$ cat src/rtl/hazard_override_sequencer.sv
// Hazard override sequencer: turns stall/flush requests into pipeline stall/flush
// commands. It escalates long stalls to flushes, times out unacknowledged flushes and
// enforces a cooldown after each flush.
module hazard_override_sequencer #(
    parameter int STALL_MAX       = 16,
    parameter int FLUSH_TIMEOUT   = 32,
    parameter int COOLDOWN_CYCLES = 8
) (
    input  logic        clk,
    input  logic        rst,
    input  logic        override_flush_sig,
    input  logic        override_stall_sig,
    input  logic [1:0]  hazard_detected_level,
    input  logic        flush_ack,
    output logic        pipeline_stall,
    output logic        pipeline_flush,
    output logic [1:0]  seq_state,
    output logic [1:0]  active_level,
    output logic [15:0] flush_count,
    output logic [7:0]  escalation_count,
    output logic        flush_timeout_err,
    output logic        seq_busy
);

    typedef enum logic [1:0] {
        IDLE     = 2'd0,
        STALL    = 2'd1,
        FLUSH    = 2'd2,
        COOLDOWN = 2'd3
    } state_t;

    localparam logic [7:0] STALL_LAST = 8'(STALL_MAX - 1);
    localparam logic [7:0] FLUSH_LAST = 8'(FLUSH_TIMEOUT - 1);
    localparam logic [7:0] COOL_LAST  = 8'(COOLDOWN_CYCLES - 1);

    state_t      state_q, state_d;
    logic [7:0]  stall_cnt_q, stall_cnt_d;
    logic [7:0]  flush_timer_q, flush_timer_d;
    logic [7:0]  cool_cnt_q, cool_cnt_d;
    logic [1:0]  level_q, level_d;
    logic [15:0] flush_count_q, flush_count_d;
    logic [7:0]  esc_count_q, esc_count_d;
    logic        err_q, err_d;
    logic        stall_q, flush_q, busy_q;

    always_comb begin
        state_d       = state_q;
        stall_cnt_d   = stall_cnt_q;
        flush_timer_d = flush_timer_q;
        cool_cnt_d    = cool_cnt_q;
        level_d       = level_q;
        flush_count_d = flush_count_q;
        esc_count_d   = esc_count_q;
        err_d         = err_q;

        case (state_q)
            IDLE: begin
                if (override_flush_sig)      state_d = FLUSH;
                else if (override_stall_sig) state_d = STALL;
            end
            STALL: begin
                if (override_flush_sig) begin
                    state_d = FLUSH;
                end else if (!override_stall_sig) begin
                    state_d = IDLE;
                end else if (stall_cnt_q == STALL_LAST) begin
                    state_d = FLUSH;
                    if (esc_count_q != 8'hFF) esc_count_d = esc_count_q + 8'd1;
                end else begin
                    stall_cnt_d = stall_cnt_q + 8'd1;
                end
            end
            FLUSH: begin
                // Requests are ignored here; only ack or timeout leave FLUSH.
                if (flush_ack) begin
                    state_d = COOLDOWN;
                end else if (flush_timer_q == FLUSH_LAST) begin
                    state_d = COOLDOWN;
                    err_d   = 1'b1;
                end else begin
                    flush_timer_d = flush_timer_q + 8'd1;
                end
            end
            COOLDOWN: begin
                if (override_flush_sig && hazard_detected_level == 2'b11) begin
                    state_d = FLUSH;
                end else if (cool_cnt_q == COOL_LAST) begin
                    state_d = IDLE;
                end else begin
                    cool_cnt_d = cool_cnt_q + 8'd1;
                end
            end
            default: state_d = IDLE;
        endcase

        // No state has a self-transition that counts as a re-entry, so a change of state is an entry.
        if (state_d != state_q) begin
            case (state_d)
                IDLE: level_d = 2'd0;
                STALL: begin
                    stall_cnt_d = 8'd0;
                    level_d     = hazard_detected_level;
                end
                FLUSH: begin
                    flush_timer_d = 8'd0;
                    level_d       = hazard_detected_level;
                    if (flush_count_q != 16'hFFFF) flush_count_d = flush_count_q + 16'd1;
                end
                COOLDOWN: cool_cnt_d = 8'd0;
                default: ;
            endcase
        end
    end

    always_ff @(posedge clk or posedge rst) begin
        if (rst) begin
            state_q       <= IDLE;
            stall_cnt_q   <= 8'd0;
            flush_timer_q <= 8'd0;
            cool_cnt_q    <= 8'd0;
            level_q       <= 2'd0;
            flush_count_q <= 16'd0;
            esc_count_q   <= 8'd0;
            err_q         <= 1'b0;
            stall_q       <= 1'b0;
            flush_q       <= 1'b0;
            busy_q        <= 1'b0;
        end else begin
            state_q       <= state_d;
            stall_cnt_q   <= stall_cnt_d;
            flush_timer_q <= flush_timer_d;
            cool_cnt_q    <= cool_cnt_d;
            level_q       <= level_d;
            flush_count_q <= flush_count_d;
            esc_count_q   <= esc_count_d;
            err_q         <= err_d;
            stall_q       <= (state_d == STALL);
            flush_q       <= (state_d == FLUSH);
            busy_q        <= (state_d != IDLE);
        end
    end

    assign pipeline_stall    = stall_q;
    assign pipeline_flush    = flush_q;
    assign seq_state         = state_q;
    assign active_level      = level_q;
    assign flush_count       = flush_count_q;
    assign escalation_count  = esc_count_q;
    assign flush_timeout_err = err_q;
    assign seq_busy          = busy_q;

endmodule

$ cat config.mk
export PLATFORM = sky130hd
export DESIGN_NAME = hazard_override_sequencer
export DESIGN_NICKNAME = d
export VERILOG_FILES = /design/src/rtl/hazard_override_sequencer.sv
export SDC_FILE = /design/constraint.sdc
export NUM_CORES = 1
export LEC_CHECK = 0
export ABC_AREA = 1
export CAP_MARGIN = 20
export CORE_MARGIN = 2
export CORE_UTILIZATION = 40
export CTS_BUF_LIST = sky130_fd_sc_hd__clkbuf_4 sky130_fd_sc_hd__clkbuf_8
export DETAILED_ROUTE_END_ITERATION = 16
export GPL_ROUTABILITY_DRIVEN = 0
export PLACE_DENSITY_LB_ADDON = 0.05
export RECOVER_POWER = 25
export SYNTH_ARGS = -nofsm -noshare
export SYNTH_HDL_FRONTEND = slang
export SYNTH_SLANG_ARGS = --single-unit
$ cat constraint.sdc
create_clock -name clk -period 2.4 [get_ports clk]
set_input_delay 0.6 -clock clk [delete_from_list [all_inputs] [get_ports clk]]
set_output_delay 0.6 -clock clk [all_outputs]
set_load 0.005 [all_outputs]
==> results.cfg <==
[hold_path]
min_path_cells = 1
min_to = flush_timeout_err
hp-start = flush_timeout_err
hp-class = reg2reg

[synth]
syn_nets = 391
yosys_warnings = 0
ys_ff_latch = 56
syn_area_per_cell_sq_um = 8.43
synth_flop_cell = dfrtp_1
synthesis.area_sq_mm = 0.00314
yosysSeqAreaShare_pct = 44.6
synth_edf_count = 0
ys_types = 33
synth_cells = 373
synthArstFlopShare_pct = 100

[global_routing]
grt_first_pass_wirelength_mm = 11.7
antenna_found_initial = 0
grt_remaining_overflow = 0
grt_pass1_vias = 2590
grt_usage_pct = 16.8
grt_start_max_net_pins = 31

[floorplanning]
ioPinCount = 39
num_rows = 32
die_height_um = 92.7
start_util_pct = 40.9
core_sq_mm = 0.00769
die_area_sq_mm = 0.00859
dieWidth_um = 92.7

[setup_path]
rrSetupSlack_ns = 0.26
worstSetupPathType = in2reg
endpoint_kind = flip-flop
timing.rr.end = flush_count[15]
cp-start-kind = input pin
critical_path_arrival_ns = 2.41
crit_fanout = 6
worstRegToRegCells = 11
r2r_start = cool_cnt_q[0]
required_ns = 2.61

[timing]
relSlewSlack_pct = 27.0
setup_tns_ns = 0
finalMaxSlewViolations = 0
fmax_ghz = 0.453
tightest_slew_ns = 1.09
rsz0062_at_grt = no
setup_viol = 0
finalHoldViolations = 0
finClkSkew_ns = 0.00906
fin_crit_sh_pct = 91.9
hold_ws_ns = 0.480
min_period_ns = 2.21

[drt]
vias = 2649
ant_nets = 0
wirelength_mm = 6.66
vias_per_cell = 4.88
wl_per_cell_um = 12.3
drt_iter0_drc = 49
drtPass1Iterations = 6
drcViolationCount = 0

[place]
place_hpwl_mm = 4.96
place_area_sq_mm = 0.00388
io_buffers = 38

[cts]
cts_buffer_depth = 2
clk_pin_slew_ns = 0.10
cts_root_buf = clkbuf_8
postCtsSetupRepairBufs = 0
hold_buffers = 0
clkLatencyLatePin_ns = 0.31
cts_tree = yes
htree_levels = 2
cts.sink_count = 56
cts_buffers = 5

[layout]
final_common_cell = nand2_1
diodes = 0
finalInstanceArea_sq_mm = 0.00398
fin_nets = 458
layout_common_cells = 80 x nand2_1, 56 x dfrtp_1, 40 x nor2_1, 40 x nand3_1, 36 x clkdlybuf4s50_1
area_growth_pct = 26.6
drive_gt1_share_pct = 12.5

[run_status]
status = complete, no violations

[power_and_ir_drop]
vdd_drop_max_uv = 356
totalPowerFinal_mw = 3.69
cellPowerDensity_mw_per_mm2 = 928
p_leak_nw = 1.93

[run]
max_cap_violations = 0
## timing repair
| action | in CTS | in global routing |
|---|---|---|
| hold endpoints to repair | 0 | 0 |
| endpoints found under the setup margin | 0 | 19 |
| resized for setup | 0 | 2 |
## synth_stat cells, types with 3 or more instances
cell type | number | area [sq um]
nand4_1 | 7 | 43.8
mux2_2 | 3 | 33.8
dfrtp_1 | 56 | 1400
nor3_1 | 8 | 40.0
inv_1 | 31 | 116
o21ai_0 | 5 | 25.0
nor2_1 | 40 | 150
nand2_1 | 80 | 300
a21oi_1 | 25 | 125
xor2_1 | 27 | 236
ha_1 | 11 | 138
buf_2 | 4 | 20.0
o22ai_1 | 3 | 18.8
xnor2_1 | 8 | 70.1
nand3_1 | 41 | 205
## flip-flops by register name, summed over array words and instances (netlist names)
signal / cells
active_level: 2
cool_cnt_q: 8
escalation_count: 8
flush_count: 16
flush_timeout_err: 1
flush_timer_q: 8
pipeline_flush: 1
pipeline_stall: 1
seq_busy: 1
seq_state: 2
stall_cnt_q: 8
## critical path, cell delays in order
cell and delay [ns]:
clkdlybuf4s50_1 0.45, nand3_1 0.15, nand2_1 0.08, nor2_1 0.17, nor2_1 0.06, nand3_1 0.08, nand2_1 0.10, ha_1 0.22
and2_4 0.20, buf_4 0.16, nand3_1 0.08, nand2_1 0.06
## power by group
group	switching, mW	internal, mW	total, mW
registers	0.161	1.10	1.26
clock network	0.311	0.369	0.680
logic	0.934	0.822	1.76
## cells by family (layout without fill, tap and decap cells)
family,Yosys count,after routing,share of synthesized area [%]
simple gates,187,187,26.8
flops,56,56,44.6
compound gates,41,41,7.48
buf+inv,40,108,5.93
xor+xnor,35,35,9.75
fa+ha+maj,11,11,4.38
mux,3,3,1.07
## routing by layer
layer / up-vias / track usage (%) / wire [um]
met2: 51 / 27.8 / 3030
met5: - / 0 / 0
met4: 0 / 4.04 / 73
li1: 1349 / - / -
met1: 1242 / 23.1 / 3290
met3: 7 / 2.77 / 258
## layout make-up
cell class,instances,area [sq um]
clock inverters,1,30.0
inverters,31,116
fillers,750,3710
clock buffers,7,96.3
repair buffers,69,647
multi-input cells,277,1560
flip-flops and latches,56,1400
well taps,102,128
## metrics by stage
step           cells  worst slack [ns]  utilization, %
2_1_floorplan    373            0.0542               -
3_3_place_gp     535           -0.0988            50.4
3_5_place_dp     535            -0.159            50.4
4_1_cts          543             0.155            52.1
5_1_grt          543            0.0247            51.8
6_report         543             0.193            51.8
## worst max-delay path by stage
| stage | depth (start not counted) | slack, ns | startpoint | endpoint |
|---|---|---|---|---|
| after floorplan | 14 | 0.05 | stall_cnt_q[0] | flush_count[6] |
| after global placement | 12 | -0.1 | override_flush_sig | flush_count[14] |
| final | 12 | 0.19 | hazard_detected_level[0] | flush_count[15] |
| after CTS | 12 | 0.15 | override_flush_sig | flush_count[15] |
| after detailed placement | 12 | -0.16 | override_flush_sig | flush_count[15] |
| after global routing | 12 | 0.02 | hazard_detected_level[0] | flush_count[8] |
No activity file was read; power rests on OpenSTA's default activity.
